**config.mk**
```make
export PLATFORM = sky130hd
export DESIGN_NAME = ov7670_stream_gen
export DESIGN_NICKNAME = d
export VERILOG_FILES = /design/src/rtl/ov7670_stream_gen.sv
export SDC_FILE = /design/constraint.sdc
export NUM_CORES = 1
export LEC_CHECK = 0
export ABC_AREA = 1
export CAP_MARGIN = 20
export CORE_ASPECT_RATIO = 1.5
export CORE_MARGIN = 4
export CORE_UTILIZATION = 30
export CTS_CLUSTER_DIAMETER = 200
export CTS_CLUSTER_SIZE = 25
export DETAILED_ROUTE_END_ITERATION = 16
export PLACE_DENSITY = 0.47
export SYNTH_ARGS = -nofsm -noshare
export SYNTH_HDL_FRONTEND = slang
export SYNTH_SLANG_ARGS = --single-unit
```
**constraint.sdc**
```tcl
create_clock -name i_clk -period 4.9 [get_ports i_clk]
set_input_delay 1.225 -clock i_clk [delete_from_list [all_inputs] [get_ports i_clk]]
set_output_delay 1.225 -clock i_clk [all_outputs]
set_load 0.005 [all_outputs]
```
**src/rtl/ov7670_stream_gen.sv**
```systemverilog
`default_nettype none
// ov7670_stream_gen: OV7670 DVP camera emulator (vsync/href/pix_byte, RGB444, two bytes per pixel).
// Rev 1.0 - initial release.
module ov7670_stream_gen #(
  parameter int H_ACTIVE    = 640,
  parameter int H_BLANK     = 144,
  parameter int V_ACTIVE    = 480,
  parameter int VSYNC_LINES = 3,
  parameter int VBP         = 17,
  parameter int VFP         = 10
) (
  input  logic        i_clk,
  input  logic        i_rstn_clk,
  input  logic        i_start,
  input  logic        i_stop,
  input  logic [1:0]  i_pattern,
  input  logic [11:0] i_solid,
  output logic        o_vsync,
  output logic        o_href,
  output logic [7:0]  o_pix_byte,
  output logic        o_busy,
  output logic        o_frame_done
);

  localparam int L  = 2*H_ACTIVE + H_BLANK;
  localparam int F  = VSYNC_LINES + VBP + V_ACTIVE + VFP;
  localparam int BW = $clog2(L);
  localparam int LW = (F > 1) ? $clog2(F) : 1;
  localparam int XW = $clog2(H_ACTIVE);

  localparam logic [BW-1:0] C_LAST_BYTE  = BW'(L - 1);
  localparam logic [BW-1:0] C_HREF_BYTES = BW'(2*H_ACTIVE);
  localparam logic [LW-1:0] C_LAST_LINE  = LW'(F - 1);
  localparam logic [LW-1:0] C_VS_END     = LW'(VSYNC_LINES);
  localparam logic [LW-1:0] C_ACT_START  = LW'(VSYNC_LINES + VBP);
  localparam logic [LW-1:0] C_ACT_END    = LW'(VSYNC_LINES + VBP + V_ACTIVE);
  localparam logic [XW-1:0] C_BAR_LAST   = XW'(H_ACTIVE/8 - 1);

  typedef enum logic {S_IDLE, S_RUN} state_t;

  state_t          state_q, state_d;
  logic [BW-1:0]   byte_q, byte_d;
  logic [LW-1:0]   line_q, line_d;
  logic [7:0]      frame_q, frame_d;
  logic            stop_q, stop_d;
  logic [1:0]      pat_q, pat_d;
  logic [11:0]     solid_q, solid_d;
  logic [XW-1:0]   bar_px_q, bar_px_d;
  logic [2:0]      bar_idx_q, bar_idx_d;
  logic            vsync_q, vsync_d;
  logic            href_q, href_d;
  logic [7:0]      pix_q, pix_d;
  logic            busy_q, busy_d;
  logic            done_q, done_d;
  logic            last_byte, last_line;
  logic [11:0]     pixel;

  // Counters track the byte currently on the bus; outputs are computed from the next position.
  always_comb begin
    state_d   = state_q;
    byte_d    = byte_q;
    line_d    = line_q;
    frame_d   = frame_q;
    stop_d    = stop_q;
    pat_d     = pat_q;
    solid_d   = solid_q;
    bar_px_d  = bar_px_q;
    bar_idx_d = bar_idx_q;
    last_byte = (byte_q == C_LAST_BYTE);
    last_line = (line_q == C_LAST_LINE);

    case (state_q)
      S_IDLE: begin
        if (i_start) begin
          state_d   = S_RUN;
          byte_d    = '0;
          line_d    = '0;
          frame_d   = '0;
          stop_d    = i_stop;
          pat_d     = i_pattern;
          solid_d   = i_solid;
          bar_px_d  = '0;
          bar_idx_d = '0;
        end
      end
      default: begin
        if (i_stop) stop_d = 1'b1;
        if (last_byte && last_line && stop_q) begin
          state_d   = S_IDLE;
          byte_d    = '0;
          line_d    = '0;
          stop_d    = 1'b0;
          bar_px_d  = '0;
          bar_idx_d = '0;
        end else begin
          byte_d = last_byte ? '0 : byte_q + BW'(1);
          if (last_byte) line_d = last_line ? '0 : line_q + LW'(1);
          if (last_byte && last_line) begin
            frame_d = frame_q + 8'd1;
            pat_d   = i_pattern;
            solid_d = i_solid;
          end
          // Bar position advances on each even byte, i.e. on each new pixel.
          if (byte_d == '0) begin
            bar_px_d  = '0;
            bar_idx_d = '0;
          end else if (!byte_d[0]) begin
            if (bar_px_q == C_BAR_LAST) begin
              bar_px_d  = '0;
              bar_idx_d = bar_idx_q + 3'd1;
            end else begin
              bar_px_d = bar_px_q + XW'(1);
            end
          end
        end
      end
    endcase

    case (pat_d)
      2'd0: begin
        case (bar_idx_d)
          3'd0:    pixel = 12'hFFF;
          3'd1:    pixel = 12'hFF0;
          3'd2:    pixel = 12'h0FF;
          3'd3:    pixel = 12'h0F0;
          3'd4:    pixel = 12'hF0F;
          3'd5:    pixel = 12'hF00;
          3'd6:    pixel = 12'h00F;
          default: pixel = 12'h000;
        endcase
      end
      2'd1:    pixel = 12'(byte_d >> 1) + 12'(line_d - C_ACT_START) + {4'h0, frame_d};
      default: pixel = solid_d;
    endcase

    vsync_d = 1'b0;
    href_d  = 1'b0;
    pix_d   = 8'h00;
    busy_d  = 1'b0;
    done_d  = 1'b0;
    if (state_d == S_RUN) begin
      busy_d  = 1'b1;
      vsync_d = (line_d < C_VS_END);
      href_d  = (line_d >= C_ACT_START) && (line_d < C_ACT_END) && (byte_d < C_HREF_BYTES);
      done_d  = (byte_d == C_LAST_BYTE) && (line_d == C_LAST_LINE);
      if (href_d) pix_d = byte_d[0] ? pixel[7:0] : {4'h0, pixel[11:8]};
    end
  end

  always_ff @(posedge i_clk or negedge i_rstn_clk) begin
    if (!i_rstn_clk) begin
      state_q   <= S_IDLE;
      byte_q    <= '0;
      line_q    <= '0;
      frame_q   <= '0;
      stop_q    <= 1'b0;
      pat_q     <= '0;
      solid_q   <= '0;
      bar_px_q  <= '0;
      bar_idx_q <= '0;
      vsync_q   <= 1'b0;
      href_q    <= 1'b0;
      pix_q     <= 8'h00;
      busy_q    <= 1'b0;
      done_q    <= 1'b0;
    end else begin
      state_q   <= state_d;
      byte_q    <= byte_d;
      line_q    <= line_d;
      frame_q   <= frame_d;
      stop_q    <= stop_d;
      pat_q     <= pat_d;
      solid_q   <= solid_d;
      bar_px_q  <= bar_px_d;
      bar_idx_q <= bar_idx_d;
      vsync_q   <= vsync_d;
      href_q    <= href_d;
      pix_q     <= pix_d;
      busy_q    <= busy_d;
      done_q    <= done_d;
    end
  end

  assign o_vsync      = vsync_q;
  assign o_href       = href_q;
  assign o_pix_byte   = pix_q;
  assign o_busy       = busy_q;
  assign o_frame_done = done_q;

endmodule
`default_nettype wire

```
==> summary.txt, run 1 <==
Power and ir drop
  • Peak VDD IR: 0.000240 V
  • Static leakage: 0.00280 uW
  • Power per Cell Area: ~550 mW/mm2

Timing
  • Worst Tran Pin Value: around 0.84 ns
  • Slew margin rel.: 0.442
  • Max frequency: 222 MHz
  • Clk_skew: 0.00963 ns
  • Unrepaired setup endpoints after global routing: false
  • Final Hold Vio Count: 0
  • Final slew viol count: 0
  • Setup TNS: 0 ns
  • Worst hold margin: 0.501 ns
  • Post-route minimum period: 4.50 ns
  • Tcrit/Tclk final: 0.918
  • # setup viols final: 0

Logic synthesis
  • Post-synth top area cell: dfrtp_1
  • Mapped Cells: between 600 and 700
  • Netlist cell types: 47
  • Synthesized area per cell: 7.46 um2
  • Number of flops mapped to enable cells by yosys: 0
  • Asr flop ratio synth: 1.00
  • Syn. warnings: 0
  • Yosys reg bits: 68
  • Cell area after synthesis: about 0.005 mm2
  • Top post-synthesis cells by area: dfrtp_1 (34%), nand2_1 (13%), nand3_1 (7.2%), inv_1 (7.0%), ha_1 (5.3%)
  • Seq/Total Area, Yosys: 0.344
  • Mapped Nets: 712
  • Synth top area share: 0.344
  • Main synth FF type: dfrtp_1

Cells and area
  • Final Util: 0.361
  • Layout cells sized above 1: 0.139
  • Nets: 761
  • Fill cell count: 1,699
  • Layout Cells excl Fill: 924
  • Design Area, Final: 0.00585 mm2
  • Area Overhead vs Synth: 18.2%
  • Number of diodes: 0

CTS
  • Hold_buf cts: 0
  • Clock slew seen by the registers of the worst setup and hold paths: ~0.06 ns
  • Num CTS Buffers: 9
  • CTS tree: built
  • Post_cts resized: 0
  • Clock latency on the worst-skew pair: 0.34 ns
  • CTS Sinks: just under 70
  • Root Driver: clkbuf_16
  • Clock Tree Buf Depth: 2
  • # H-tree levels: 3
  • Post-CTS Setup Bufs: 0

Die
  • Rows: 57
  • Die width: 113 um
  • DIE HEIGHT: between 150 and 200 um
  • Initial Util: 0.306
  • Core Area: roughly 0.016 mm2
  • Num ports: 30
  • Die area: between 0.015 and 0.02 mm2

Detailed routing
  • Routed vias/inst: between 4 and 5
  • Vias: 4,398
  • Drt first pass iters: 4
  • Routed WL: 13,700 um
  • Post-DRT Antenna Nets: 0
  • Initial DRC count: 240
  • # DRC: 0
  • Routed len/inst: 14.8 um

Place
  • Port buffer count: 29
  • Dpl cells: 908
  • Area post-placement: 0.00558 mm2
  • GPL Wtd Cong: between 0.8 and 0.9
  • Post-DP HPWL: roughly 11,000 um

Setup path
  • Critical path startpoint category: input pin
  • Worst-path fanout max: 5
  • Worst endpoint required time: 5.12 ns
  • FF-to-FF setup slack: 0.54 ns
  • Crit path DAT: between 4 and 5 ns
  • Setup CP Type: in -> reg
  • Crit end category: flip-flop

Status
  • Status: finished clean

Global route
  • GRT Util Overall: 0.153
  • First-pass GRT wire length: 22,600 um
  • Vias in the first global route: between 4,000 and 5,000
  • Largest net degree at the start of global routing: 38
  • Global route total overflow: 0
  • Initial antenna violation count: 0

Min path
  • Worst Hold Class: reg -> reg

Job
  • Max-Cap Viols: 0
==> layout make-up <==
cell class,instances,area (um2),area share
Tap cell,206,258,0.0441
Clock inverter,7,43.8,0.00749
Inverter,106,403,0.0689
Sequential cell,68,1700,0.291
Multi-Input combinational cell,478,2780,0.475
Timing Repair Buffer,50,443,0.0757
Clock buffer,9,225,0.0385
==> metal layers <==
| metal | GRT usage | up-vias | part of all wire |
|---|---|---|---|
| met5 | 0 | - | 0 |
| met4 | 0.0558 | 0 | 0.023 |
| met3 | 0.0241 | 24 | 0.028 |
| met2 | 0.286 | 86 | 0.54 |
| met1 | 0.175 | 2063 | 0.41 |
| li1 | - | 2225 | - |
==> sequential cells by signal (all words and copies together), names as in the netlist <==
| register | count |
|---|---|
| o_vsync | 1 |
| bar_px_q | 10 |
| frame_q | 8 |
| line_q | 9 |
| o_href | 1 |
| stop_q | 1 |
| byte_q | 11 |
| o_busy | 1 |
| pat_q | 2 |
| solid_q | 12 |
| o_frame_done | 1 |
| bar_idx_q | 3 |
| o_pix_byte | 8 |
==> logic make-up after synthesis <==
group | after synthesis | share of synthesized area
multiplexers | 7 | 0.0159
AO/OA/AOI/OAI | 64 | 0.0826
buffers and inverters | 118 | 0.0955
XOR/XNOR | 19 | 0.0336
AND/OR/NAND/NOR | 358 | 0.339
flip-flops | 68 | 0.344
adder cells (fa/ha/maj) | 30 | 0.0895
==> worst max-delay path: stages <==
cell and delay [ns]:
clkdlybuf4s50_1 0.45, nor2_2 0.20, buf_4 0.18, nand2_1 0.06
nand2_2 0.13, clkinv_1 0.13, nor2_2 0.15, inv_1 0.05
nand2_1 0.05, inv_1 0.04, fa_1 0.47, inv_1 0.04
ha_1 0.32, a21oi_1 0.14, o21ai_0 0.17, a21oi_1 0.22
nor2_1 0.07, nor2_1 0.11, xor2_1 0.17, nand2_1 0.07
a31oi_1 0.17, nor2_1 0.07
==> worst paths after layout <==
path                       cells after the start   startpoint            end
max in group asynchronous                      2   i_rstn_clk      byte_q[1]
setup reg to reg                              28    byte_q[0]  o_pix_byte[3]
hold / removal                                 1  solid_q[10]    solid_q[10]
min in group asynchronous                      1   i_rstn_clk     solid_q[4]
hold reg to reg                                1  solid_q[10]    solid_q[10]
setup / recovery                              22      i_start  o_pix_byte[0]
==> per-stage QoR <==
step | total power, uW | worst slack (ns)
final | 3220 | 0.401
after global routing | 3530 | 0.0905
after CTS | 3250 | 0.454
after detailed placement | 2630 | 0.121
after global placement | 2640 | 0.122
after floorplan | 2050 | 0.684
==> cell usage in the layout (no fill, tap or decap), types with 2 or more instances in the layout <==
cell type	netlist	final
a211oi_1	2	2
a21oi_1	9	9
a31oi_1	4	4
buf_4	1	21
clkbuf_16	0	9
clkdlybuf4s50_1	0	28
clkinv_2	2	6
clkinvlp_4	0	2
dfrtp_1	68	68
fa_1	9	9
ha_1	21	21
inv_1	92	92
inv_2	10	10
mux2_2	6	6
nand2_1	169	169
nand2_2	15	15
nand2_4	4	4
nand3_1	71	71
nand3_2	5	5
nand3_4	2	2
nand3b_1	2	2
nand4_1	9	9
nor2_1	54	54
nor2_2	3	3
nor2_4	5	5
nor3_1	13	13
o211ai_1	4	4
o21a_1	2	2
o21ai_0	18	18
o21ai_1	5	5
o22ai_1	13	13
o22ai_2	2	2
or2_2	3	3
xnor2_1	4	4
xor2_1	15	15
==> cell usage after synthesis, types with 5 or more instances <==
master,instances
nand3_1,71
o21ai_0,18
o21ai_1,5
dfrtp_1,68
nand3_2,5
mux2_2,6
nand2_2,15
ha_1,21
nor3_1,13
xor2_1,15
nand4_1,9
inv_2,10
nor2_4,5
nand2_1,169
o22ai_1,13
nor2_1,54
inv_1,92
a21oi_1,9
fa_1,9
==> power breakdown <==
part	leakage [uW]	internal (uW)	total, uW	switching [uW]
Clock	0.000131	339	593	254
Combinational	0.00179	727	1790	1070
Sequential	0.000879	716	837	121
No activity file was read; power rests on OpenSTA's default activity.
==> run 2, diff against run 1 <==
- PLACE_DENSITY: 0.47 -> 0.49
- clock period: 4.9 -> 3.7 ns (I/O delays scaled with it)
==> run 2 against run 1 <==
The flow now finishes with violations (negative setup slack); clock skew increased by 0.0025 ns; final cell count increased by 13%; hold slack got worse by 0.0040 ns; clock power increased by 58%; setup slack got worse by 0.44 ns; critical path type is now reg -> reg.
==> summary.txt, run 2 (synthesis results as in run 1) <==
Place
  • Post-DP HPWL: 11,700 um (+7.5%)
  • Dpl ws: -0.790 ns (-0.911 ns)
  • GPL Wtd Cong: 0.874 (+2.6%)
  • Port buffer count: 29 (unchanged)
  • Area post-placement: 0.00627 mm2 (+12%)

Power and ir drop
  • Peak VDD IR: 0.000331 V (+38%)
  • Final Power: 5830 uW (+81%)
  • Power per Cell Area: 789 mW/mm2 (+43%)
  • Static leakage: 0.00353 uW (+26%)

Die
  • Rows: 57 (unchanged)
  • DIE HEIGHT: 165 um (unchanged)
  • Num ports: 30 (unchanged)
  • Die area: 0.0187 mm2 (unchanged)
  • Die width: 113 um (unchanged)
  • Initial Util: 0.306 (unchanged)
  • Core Area: 0.0162 mm2 (unchanged)

Timing
  • Slew margin rel.: 0.387 (-0.0558)
  • # setup viols final: 3 (+3)
  • Setup TNS: -0.0769 ns (-0.0769 ns)
  • Clk_skew: 0.0122 ns (+0.00252 ns)
  • Unrepaired setup endpoints after global routing: true
  • Tcrit/Tclk final: 1.01
  • Worst Tran Pin Value: 0.920 ns (+0.0838 ns)
  • Post-route minimum period: around 3.7 ns
  • Final slew viol count: 0 (unchanged)
  • Setup WS post-layout: -0.0403 ns (-0.442 ns)
  • Final Hold Vio Count: 0 (unchanged)
  • Max frequency: 267 MHz

Global route
  • Initial antenna violation count: 0 (unchanged)
  • Vias in the first global route: 5,003 (+10%)
  • Largest net degree at the start of global routing: 39 (+2.6%)
  • First-pass GRT wire length: 24,500 um (+8.4%)
  • GRT Util Overall: 0.167 (+0.0132)
  • Global route total overflow: 0 (unchanged)

CTS
  • CTS tree: built
  • Clock Tree Buf Depth: 2 (unchanged)
  • Clock latency on the worst-skew pair: 0.34 ns (about the same)
  • CTS Sinks: 68 (unchanged)
  • Clock slew seen by the registers of the worst setup and hold paths: 0.06 ns (about the same)
  • Num CTS Buffers: 9 (unchanged)
  • # H-tree levels: 3 (unchanged)
  • Root Driver: clkbuf_16

Min path
  • Worst Hold Class: reg -> reg

Cells and area
  • Final Util: 0.456 (+0.0949)
  • Regs by FF count: solid_q (12), byte_q (11), bar_px_q (10)
  • Fill cell count: 1,570 (-7.6%)
  • Design Area, Final: 0.00739 mm2 (+26%)
  • Area Overhead vs Synth: 49.2%
  • Nets: 878 (+15%)
  • Most common cell after layout, fill and taps aside: nand2_1
  • Max reg flops: 12 (unchanged)
  • Most frequent cells in the layout: nand2_1 (151), buf_4 (123), inv_1 (75)
  • Number of diodes: 0 (unchanged)
  • Largest register by flop count: solid_q
  • Layout cells sized above 1: 0.358 (+0.219)

Setup path
  • Critical path startpoint category: flip-flop
  • Setup CP Type: reg -> reg
  • Worst endpoint required time: 3.92 ns (-1.20 ns)
  • Worst-path fanout max: 3 (-2)
  • Crit path DAT: 3.96 ns (-0.76 ns)
  • Crit end category: flip-flop

Detailed routing
  • Routed WL: 15,100 um (+10%)
  • Initial DRC count: 174 (-28%)
  • Routed len/inst: 14.5 um (-2.0%)
  • Metal3 WL: 277 um (-28%)
  • Vias: 4,920 (+12%)
  • Post-DRT Antenna Nets: 0 (unchanged)
  • Drt first pass iters: 5 (+1)
  • Wl on met1: 6010 um (+7.2%)
  • Routed vias/inst: 4.73 (-0.70%)
  • # DRC: 0 (unchanged)
  • Metal2 WL: 8250 um (+12%)
  • Top sig layer: met4

Job
  • Max-Cap Viols: 0 (unchanged)

Status
  • Status: finished, violations left
  • Failing checks: negative setup slack
-- run 2: what timing repair did --
item | in CTS | in global routing
setup buffers | 14 | 20
resized for setup | 58 | 84
setup endpoints to repair | 7 | 7
pin swaps | 24 | 56
hold buffers | 0 | 0
-- run 2: layout make-up --
type	count	area (um2)	area share
Inverter	106	419	0.0567
Multi-Input combinational cell	478	3310	0.448
Clock buffer	10	229	0.0310
Timing Repair Buffer	167	1380	0.187
Clock inverter	6	88.8	0.0120
Tap cell	206	258	0.0349
Sequential cell	68	1700	0.230
-- run 2: per-stage QoR --
stage	std cells	hold slack (ns)
detailed placement	993	0.490
global route	1041	0.510
global placement	993	0.483
CTS	1023	0.504
finish	1041	0.497
floorplan	664	0.450
-- run 2: final timing paths --
check | endpoint | cells after the start | from | slack, ns
max | o_pix_byte[0] | 27 | line_q[0] | -0.04
min | solid_q[7] | 1 | solid_q[7] | 0.50
max reg2reg | o_pix_byte[0] | 27 | line_q[0] | -0.04
min reg2reg | solid_q[7] | 1 | solid_q[7] | 0.50
max in group asynchronous | solid_q[2] | 2 | i_rstn_clk | 2.16
min in group asynchronous | bar_px_q[4] | 1 | i_rstn_clk | 0.72
-- run 2: critical path, cell delays in order (launching register included) --
cell and delay (ns):
dfrtp_1 0.42, buf_6 0.15, ha_4 0.15, buf_4 0.13, inv_2 0.04, nor2_2 0.03, nand2_1 0.05, nand3_1 0.08
nand2_2 0.08, nand2_4 0.07, a21oi_4 0.17, nand2_4 0.10, nor2_4 0.13, inv_2 0.04, nand2_2 0.06, inv_2 0.04
fa_1 0.55, inv_2 0.05, ha_4 0.23, a21oi_4 0.17, o21ai_4 0.08, a21oi_2 0.14, nor2_1 0.06, nor2_1 0.14
xor2_1 0.16, nand2_1 0.08, a31oi_1 0.15, nor2_1 0.06
-- run 2: power breakdown --
group | switching [uW] | total, uW | internal, uW
clock network | 347 | 937 | 591
registers | 127 | 1080 | 948
logic | 1970 | 3820 | 1840
total | 2450 | 5830 | 3380
-- run 2: routing by layer --
metal	track usage	up-vias
met5	0	-
met4	0.0733	0
met3	0.0222	23
met2	0.312	69
met1	0.187	2353
li1	-	2475
